**config.mk**
```make
export PLATFORM = sky130hd
export DESIGN_NAME = cmd_rx
export DESIGN_NICKNAME = d
export VERILOG_FILES = /design/src/rtl/cmd_rx_pkg.sv /design/src/rtl/uart_rx_byte.sv /design/src/rtl/cmd_rx.sv
export SDC_FILE = /design/constraint.sdc
export NUM_CORES = 1
export LEC_CHECK = 0
export CAP_MARGIN = 20
export CORE_ASPECT_RATIO = 0.7
export CORE_MARGIN = 4
export CORE_UTILIZATION = 50
export DETAILED_ROUTE_END_ITERATION = 8
export GPL_ROUTABILITY_DRIVEN = 0
export PLACE_DENSITY_LB_ADDON = 0.1
export SLEW_MARGIN = 20
export SYNTH_ARGS = -nofsm -noshare
export SYNTH_HDL_FRONTEND = slang
export SYNTH_SLANG_ARGS = --single-unit
```
**constraint.sdc**
```tcl
create_clock -name clk -period 1.7 [get_ports clk]
set_input_delay 0.51 -clock clk [delete_from_list [all_inputs] [get_ports clk]]
set_output_delay 0.51 -clock clk [all_outputs]
set_load 0.02 [all_outputs]
```
**src/rtl/cmd_rx_pkg.sv**
```systemverilog
`default_nettype none
// +--------------------------------------------------------------------------+
// | cmd_rx_pkg : shared LED command field widths, FSM encodings and helpers   |
// | Revision   : 1.0                                                          |
// +--------------------------------------------------------------------------+
package cmd_rx_pkg;

  localparam int CMD_W        = 12;
  localparam int ADDR_W       = 5;
  localparam int OP_W         = 3;
  localparam int D_W          = 4;
  localparam int HDR_FLAG_BIT = 7;
  localparam int PAYLOAD_W    = 6;

  // Byte receiver states
  localparam logic [2:0] RX_IDLE  = 3'd0;
  localparam logic [2:0] RX_START = 3'd1;
  localparam logic [2:0] RX_DATA  = 3'd2;
  localparam logic [2:0] RX_STOP  = 3'd3;
  localparam logic [2:0] RX_BREAK = 3'd4;

  // Frame assembler states
  localparam logic [0:0] ASM_EXP_HDR  = 1'b0;
  localparam logic [0:0] ASM_EXP_DATA = 1'b1;

  function automatic logic is_header(input logic [7:0] b);
    return b[HDR_FLAG_BIT];
  endfunction

endpackage
`default_nettype wire

```
**src/rtl/uart_rx_byte.sv**
```systemverilog
`default_nettype none
// +--------------------------------------------------------------------------+
// | uart_rx_byte : 8N1 byte deframer with start-glitch and break handling    |
// | Revision     : 1.0                                                        |
// +--------------------------------------------------------------------------+
module uart_rx_byte
  import cmd_rx_pkg::*;
#(
  parameter int CLKS_PER_BIT = 434
) (
  input  logic       clk,
  input  logic       rst,
  input  logic       rx_sync,
  output logic       byte_valid,
  output logic [7:0] byte_data,
  output logic       frame_err
);

  localparam int                CNT_W     = $clog2(CLKS_PER_BIT);
  localparam logic [CNT_W-1:0]  HALF_LAST = CNT_W'(CLKS_PER_BIT / 2 - 1);
  localparam logic [CNT_W-1:0]  FULL_LAST = CNT_W'(CLKS_PER_BIT - 1);

  logic [2:0]       state_q,      state_d;
  logic [CNT_W-1:0] cnt_q,        cnt_d;
  logic [2:0]       bit_idx_q,    bit_idx_d;
  logic [7:0]       shreg_q,      shreg_d;
  logic             byte_valid_q, byte_valid_d;
  logic             frame_err_q,  frame_err_d;

  always_comb begin
    state_d      = state_q;
    cnt_d        = cnt_q;
    bit_idx_d    = bit_idx_q;
    shreg_d      = shreg_q;
    byte_valid_d = 1'b0;
    frame_err_d  = 1'b0;
    case (state_q)
      RX_IDLE: begin
        cnt_d     = '0;
        bit_idx_d = '0;
        if (!rx_sync) state_d = RX_START;
      end
      RX_START: begin
        if (cnt_q == HALF_LAST) begin
          cnt_d   = '0;
          state_d = rx_sync ? RX_IDLE : RX_DATA;
        end else begin
          cnt_d = cnt_q + 1'b1;
        end
      end
      RX_DATA: begin
        if (cnt_q == FULL_LAST) begin
          cnt_d   = '0;
          shreg_d = {rx_sync, shreg_q[7:1]};
          if (bit_idx_q == 3'd7) state_d = RX_STOP;
          else                   bit_idx_d = bit_idx_q + 1'b1;
        end else begin
          cnt_d = cnt_q + 1'b1;
        end
      end
      RX_STOP: begin
        if (cnt_q == FULL_LAST) begin
          cnt_d = '0;
          if (rx_sync) begin
            byte_valid_d = 1'b1;
            state_d      = RX_IDLE;
          end else begin
            // Low stop bit: hold off until the line returns high so a break
            // yields a single error.
            frame_err_d = 1'b1;
            state_d     = RX_BREAK;
          end
        end else begin
          cnt_d = cnt_q + 1'b1;
        end
      end
      RX_BREAK: begin
        if (rx_sync) state_d = RX_IDLE;
      end
      default: state_d = RX_IDLE;
    endcase
  end

  always_ff @(posedge clk) begin
    if (rst) begin
      state_q      <= RX_IDLE;
      cnt_q        <= '0;
      bit_idx_q    <= '0;
      shreg_q      <= '0;
      byte_valid_q <= 1'b0;
      frame_err_q  <= 1'b0;
    end else begin
      state_q      <= state_d;
      cnt_q        <= cnt_d;
      bit_idx_q    <= bit_idx_d;
      shreg_q      <= shreg_d;
      byte_valid_q <= byte_valid_d;
      frame_err_q  <= frame_err_d;
    end
  end

  assign byte_valid = byte_valid_q;
  assign byte_data  = shreg_q;
  assign frame_err  = frame_err_q;

endmodule
`default_nettype wire

```
**src/rtl/cmd_rx.sv**
```systemverilog
`default_nettype none
// +--------------------------------------------------------------------------+
// | cmd_rx   : UART command receiver, pairs header/data bytes into commands  |
// | Revision : 1.0                                                            |
// +--------------------------------------------------------------------------+
module cmd_rx
  import cmd_rx_pkg::*;
#(
  parameter int CLKS_PER_BIT = 434
) (
  input  logic             clk,
  input  logic             rst,
  input  logic             rx,
  output logic             new_cmd,
  output logic [CMD_W-1:0] cmd_buf,
  output logic             frame_err,
  output logic             seq_err
);

  logic                 rx_meta_q, rx_sync_q;
  logic                 w_byte_valid;
  logic [7:0]           w_byte_data;

  logic [0:0]           asm_q,     asm_d;
  logic [PAYLOAD_W-1:0] hdr_q,     hdr_d;
  logic [CMD_W-1:0]     cmd_q,     cmd_d;
  logic                 new_cmd_q, new_cmd_d;
  logic                 seq_err_q, seq_err_d;

  always_ff @(posedge clk) begin
    if (rst) begin
      rx_meta_q <= 1'b1;
      rx_sync_q <= 1'b1;
    end else begin
      rx_meta_q <= rx;
      rx_sync_q <= rx_meta_q;
    end
  end

  uart_rx_byte #(
    .CLKS_PER_BIT (CLKS_PER_BIT)
  ) u_rx_byte (
    .clk        (clk),
    .rst        (rst),
    .rx_sync    (rx_sync_q),
    .byte_valid (w_byte_valid),
    .byte_data  (w_byte_data),
    .frame_err  (frame_err)
  );

  // Bit 6 of every byte is reserved; only the low payload bits are kept.
  always_comb begin
    asm_d     = asm_q;
    hdr_d     = hdr_q;
    cmd_d     = cmd_q;
    new_cmd_d = 1'b0;
    seq_err_d = 1'b0;
    if (w_byte_valid) begin
      if (is_header(w_byte_data)) begin
        hdr_d = w_byte_data[PAYLOAD_W-1:0];
        asm_d = ASM_EXP_DATA;
      end else if (asm_q == ASM_EXP_DATA) begin
        cmd_d     = {hdr_q, w_byte_data[PAYLOAD_W-1:0]};
        new_cmd_d = 1'b1;
        asm_d     = ASM_EXP_HDR;
      end else begin
        seq_err_d = 1'b1;
      end
    end
  end

  always_ff @(posedge clk) begin
    if (rst) begin
      asm_q     <= ASM_EXP_HDR;
      hdr_q     <= '0;
      cmd_q     <= '0;
      new_cmd_q <= 1'b0;
      seq_err_q <= 1'b0;
    end else begin
      asm_q     <= asm_d;
      hdr_q     <= hdr_d;
      cmd_q     <= cmd_d;
      new_cmd_q <= new_cmd_d;
      seq_err_q <= seq_err_d;
    end
  end

  assign new_cmd = new_cmd_q;
  assign cmd_buf = cmd_q;
  assign seq_err = seq_err_q;

endmodule
`default_nettype wire

```
# Yosys cells after proc, flatten, opt, wreduce, memory -nomap -nowiden
# Index checks and enable logic that the tools add are counted.
# Widths: inputs -> output; s select.
[word_totals]
input_bits = 3
output_inout_bits = 15
word_cells = 64
reg_bits = 48
[op_classes]
n_eq_ne = 14
n_mux = 20
bitwise_logic = 4
n_reduce_logical = 11
add_sub_neg = 2
[op_table]
columns = ["op", "n"]
rows = [
  ["$mux 3", 9],
  ["$pmux 9 s3", 1],
  ["$mux 9", 2],
  ["$pmux 3 s5", 1],
  ["$add 9x1->9 const B", 1],
  ["$eq 9x8->1 const B", 1],
  ["$eq 9x9->1 const B", 1],
  ["$ne 2x1->1 const B", 4],
  ["$eq 3x2->1 const B", 2],
  ["$eq 3x3->1 const B", 2],
  ["$ne 2x2->1 const B", 3],
  ["$pmux 3 s2", 1],
  ["$reduce_and 3->1", 2],
  ["$reduce_and 6->1", 1],
  ["$reduce_or 3->1", 2],
  ["$mux 1", 5],
  ["$not 1->1", 4],
  ["$reduce_and 2->1", 2],
  ["$add 3x1->3 const B", 1],
  ["$eq 3x1->1 const B", 1],
  ["$logic_not 3->1", 1],
  ["$reduce_bool 3->1", 1],
  ["$mux 2", 1],
  ["$reduce_bool 2->1", 1],
  ["$reduce_or 2->1", 1],
]

# Longest topological paths before layout
[logic_depth]
ltp_word = 4
depth_mapped = 7
mapped_depth_nobuf = 6

# Cells and area by module
# Synthesis repeated with hierarchy kept, for this count alone.
[hier_totals]
hier_cells = 226
hier_area_um2 = 2140.8
[modules_own_cells]
columns = ["mod", "instances", "area_each_um2", "cells_per_inst", "seq_area_each_um2"]
rows = [
  ["uart_rx_byte", 1, 1192.4, 135, 500.5],
  ["cmd_rx", 1, 948.4, 91, 460.4],
]

# Worst setup path after synthesis
# OpenSTA, ideal clock, no wires.
[synth_timing]
path_kind = "register -> register"
start = "register u_rx_byte.cnt_q[0]"
end = "register u_rx_byte.state_q[2]"
n_path_buf = 0
path_stages_with_launch = 7
arrival_time_ns = 1.686
path_slack_ns = -0.109
setup_time_ns = 0.123
period_less_slack_ns = 1.809
required_time_ns = 1.577
cell_sequence = "dfxtp_1 -> inv_1 -> ha_1 -> nor4bb_1 -> a21oi_1 -> a211oi_2 -> mux2_1"
[synth_between]
elab_chain_len = 3
elab_cells_between_ends = 6
cone_classes = "eq/ne (5); reduce/logical (1)"
[synth_rtl]
columns = ["item", "line_no", "rtl"]
rows = [
  ["start: declaration", "uart_rx_byte.sv:24", "logic [CNT_W-1:0] cnt_q, cnt_d;"],
  ["start signal: assignment", "uart_rx_byte.sv:94", "cnt_q <= cnt_d;"],
  ["$eq 9x9->1 / $eq 9x8->1 (equally long branches)", "uart_rx_byte.sv:52, uart_rx_byte.sv:62, uart_rx_byte.sv:44", ""],
  ["$ne 2x1->1 (no line)", "-", ""],
  ["$reduce_and 6->1 (no line) (*)", "-", ""],
  ["end signal: assignment", "uart_rx_byte.sv:93", "state_q <= state_d;"],
  ["end: declaration", "uart_rx_byte.sv:23", "logic [2:0] state_q, state_d;"],
]
# Every way passes the cells marked *; elsewhere a longest branch is shown, timed or not.
# A chain may end at the register's enable or synchronous reset.

# Worst setup path in the final report
[layout_timing]
start = "register u_rx_byte.cnt_q[1]"
end = "register u_rx_byte.bit_idx_q[0]"
[layout_between]
elab_chain_len = 3
[layout_rtl]
columns = ["item", "line_no", "rtl"]
rows = [
  ["$eq 9x9->1", "uart_rx_byte.sv:52", "if (cnt_q == FULL_LAST) begin"],
  ["$ne 2x1->1 (no line)", "-", ""],
  ["$reduce_and 3->1 (no line)", "-", ""],
  ["end signal: assignment", "uart_rx_byte.sv:95", "bit_idx_q <= bit_idx_d;"],
  ["end: declaration", "uart_rx_byte.sv:25", "logic [2:0] bit_idx_q, bit_idx_d;"],
]
# Every way passes these cells.

==> metrics.md <==
| Metric | Value |
|---|---|
| CTS Sinks | `48` |
| DR DRC count | `0` |
| First-pass DRT Iterations | `4` |
| Mapped cell area | `between 2000 and 2500 um2` |
| Syn-to-layout area delta | `23.94%` |
| Final setup fails | `0` |
| ANT nets after route | `0` |
| Hold WC Path Type | `register to register` |
| Worst hold margin | `427.1 ps` |
| Syn avg cell area | `8.606 um2` |
| Maximum number of pins on one net before global-route repair | `32` |
| Minimum clock period | `1648 ps` |
| Crit-path max FO | `3` |
| Via density | `5.426` |
| Least-Margin Pin Slew | `519.5 ps` |
| Max-slew violations | `0` |
| YS warnings | `0` |
| Initial antenna violation count | `0` |
| Cell variety after synth | `46` |
| Max Freq | `606.8 MHz` |
| Dpl ws | `-13.92 ps` |
| Crit start category | `register` |
| Register area share after synthesis | `0.4539` |
| Final WS setup | `a little over 50 ps` |
| Max_cap viols | `0` |
| Root Driver | `clkbuf_8` |
| Post-synth ARST share | `0` |
| # IOs | `18` |
| Gate power share | `0.172` |
| Pint | `0.001666 W` |
| Final cell utilization of the core | `0.6570` |
| Yosys reg bits | `48` |
| Final-report hold violation count | `0` |
| DP Wirelength | `about 3200 um` |
| CP Class | `register to register` |
| WP data arrival | `approximately 1800 ps` |
| Layout cells sized above 1 | `0.2028` |
| Sw frac | `0.2773` |
| CTS Hold Bufs | `0` |
| Status | `completed` |
| Fin crit share | `0.9694` |
| Power Dens Cells | `878.5 nW/um2` |
| Peak VDD IR | `605.2 uV` |
| First-pass GRT wire length | `7948 um` |
| Total wire length | `4600 um` |
| Leak | `1.017 nW` |
| Clock transition at path regs | `90 ps` |
| Synth Flop Type | `dfxtp_1` |
| Antenna Cells | `0` |
| Net Sw Power | `0.0006391 W` |
| Vias in the first global route | `1,700` |
| Post-layout nets | `288` |
| Endpoint type of the worst setup path | `register` |
| Post-Syn Instances | `246` |
| Clk pwr share | `0.313` |
| Site Rows | `19` |
| Finished Cell Area | `approximately 2600 um2` |
| Fill count | `between 300 and 400` |
| Count of flip-flops with a built-in enable after synthesis | `0` |
| Initial drt markers | `86` |
| Horiz. Die Dim | `85.78 um` |
| WL per Instance | `between 10 and 15 um` |
| CTS buffer count | `5` |
| Syn_nets | `254` |
| Total GRT Usage | `0.1795` |
| Die area | `5356 um2` |
| Grt ovf | `0` |
| Area of the core | `3994 um2` |
| Max H-tree Level | `2` |
| CTS tree | `done` |
| Sequential share of power | `0.515` |
| RSZ-0062 raised after global routing | `yes` |
| Buffers on Ports | `17` |
| Clk_skew | `4.652 ps` |
| Post-Place Cell Area | `between 2000 and 2500 um2` |
| Die Ht | `approximately 62 um` |
| Deepest clock path buffer count | `2` |
| Slew HR | `0.6526` |
| WP data required | `1890 ps` |
| Vias after detailed routing | `1,807` |
| Clk_lat worst skew | `300 ps` |
| Initial core utilization | `0.5301` |
-- per-layer routing --
layer / part of all wire / up-vias / track usage
met4: 0.010 / 0 / 0.03557
met3: 0.057 / 7 / 0.04480
met2: 0.41 / 47 / 0.2539
met5: 0 / - / 0
met1: 0.52 / 832 / 0.2740
li1: - / 921 / -
-- sequential cells by signal (all words and copies together) (netlist names) --
register and cells:
asm_q 1, cmd_buf 12, hdr_q 6, new_cmd 1, rx_meta_q 1, rx_sync_q 1
seq_err 1, u_rx_byte.bit_idx_q 3, u_rx_byte.byte_data 8, u_rx_byte.byte_valid 1, u_rx_byte.cnt_q 9, u_rx_byte.frame_err 1
u_rx_byte.state_q 3
-- critical path, cell delays in order (launching register included) --
cell,delay [ps]
dfxtp_2,340
inv_2,50
ha_1,200
and4_1,240
a31o_2,280
nand2_2,100
mux2_1,330
-- Yosys cell counts, drive strengths merged, types with 2 or more instances --
| cell type | count | area share |
|---|---|---|
| dfxtp | 48 | 0.45 |
| nand2 | 43 | 0.076 |
| a21oi | 28 | 0.066 |
| nor2 | 16 | 0.038 |
| clkbuf | 12 | 0.021 |
| mux2i | 10 | 0.047 |
| nand3 | 9 | 0.021 |
| inv | 8 | 0.014 |
| nor3 | 7 | 0.022 |
| o21ai | 6 | 0.014 |
| ha | 5 | 0.030 |
| nand2b | 5 | 0.015 |
| o22ai | 5 | 0.015 |
| nor2b | 4 | 0.012 |
| a211oi | 3 | 0.013 |
| a211o | 2 | 0.0083 |
| and3 | 2 | 0.0059 |
| buf | 2 | 0.0071 |
| mux2 | 2 | 0.011 |
| nor4 | 2 | 0.0059 |
| nor4b | 2 | 0.0083 |
| o21a | 2 | 0.0071 |
| o31ai | 2 | 0.0071 |
| o41ai | 2 | 0.0083 |
| or2 | 2 | 0.0059 |
| or3b | 2 | 0.0083 |
-- power groups by stage --
| stage | clock network (W) | registers [W] | logic [W] |
|---|---|---|---|
| final | 0.000721 | 0.00119 | 0.000396 |
| after global routing | 0.000786 | 0.00119 | 0.000433 |
| after CTS | 0.000742 | 0.00118 | 0.000366 |
| after detailed placement | 0 | 0.00121 | 0.000355 |
| after global placement | 0 | 0.00121 | 0.000353 |
| after floorplan | 0 | 0.00121 | 0.000220 |
-- worst paths after layout --
kind / from / to / slack, ps / depth (start not counted)
hold reg to reg: rx_meta_q$_SDFF_PP1_ / rx_sync_q$_SDFF_PP1_ / 430 / 1
setup / recovery: u_rx_byte.cnt_q[1]$_SDFFE_PP0P_ / u_rx_byte.bit_idx_q[0]$_SDFFE_PP0P_ / 50 / 6
hold / removal: rx_meta_q$_SDFF_PP1_ / rx_sync_q$_SDFF_PP1_ / 430 / 1
setup reg to reg: u_rx_byte.cnt_q[1]$_SDFFE_PP0P_ / u_rx_byte.bit_idx_q[0]$_SDFFE_PP0P_ / 50 / 6
-- stage by stage --
stage | total power, W | instances | setup TNS (ps)
after floorplan | 0.001428 | 246 | -520.4
after global placement | 0.001561 | 322 | 0
after detailed placement | 0.001565 | 322 | -13.92
after CTS | 0.002291 | 330 | 0
after global routing | 0.002411 | 333 | -72.48
final | 0.002305 | 333 | 0
-- cells in the final DEF (no fill, tap or decap), drive strengths merged, types with 2 or more instances in the layout --
master        n
dfxtp        48
nand2        43
a21oi        28
buf          25
nor2         16
dlygate4sd2  15
mux2i        10
nand3         9
inv           8
nor3          7
clkbuf        6
o21ai         6
nand2b        5
o22ai         5
ha            5
nor2b         4
a211oi        3
or3b          2
o31ai         2
nor4          2
a211o         2
o41ai         2
o21a          2
and3          2
or2           2
clkinvlp      2
nor4b         2
mux2          2
-- what timing repair did --
item / 4_1_cts / 5_1_grt
resized for setup: 16 / 13
pin swaps: 0 / 3
endpoints found under the setup margin: 16 / 5
buffers inserted: 0 / 3
endpoints found under the hold margin: 0 / 0
-- kinds of logic after synthesis --
| family | count (synthesis) | share of synthesized area |
|---|---|---|
| and+or+nand+nor | 103 | 0.2547 |
| AOI/OAI and AO/OA | 55 | 0.1572 |
| DFF | 48 | 0.4539 |
| buffers and inverters | 22 | 0.04255 |
| muxes | 12 | 0.05792 |
| adders and majority gates | 5 | 0.02955 |
| xor gates and xnor gates | 1 | 0.004138 |
-- cell type report --
cell class,count,area (um2),share of cell area
Timing Repair Buffer,41,355.3,0.1354
Inverter,8,30.03,0.01144
Tap cell,52,65.06,0.02480
Sequential cell,48,965.9,0.3681
Clock inverter,2,15.01,0.005722
Clock buffer,6,82.58,0.03147
Multi-Input combinational cell,176,1110,0.4230
No activity file was read; power rests on OpenSTA's default activity.
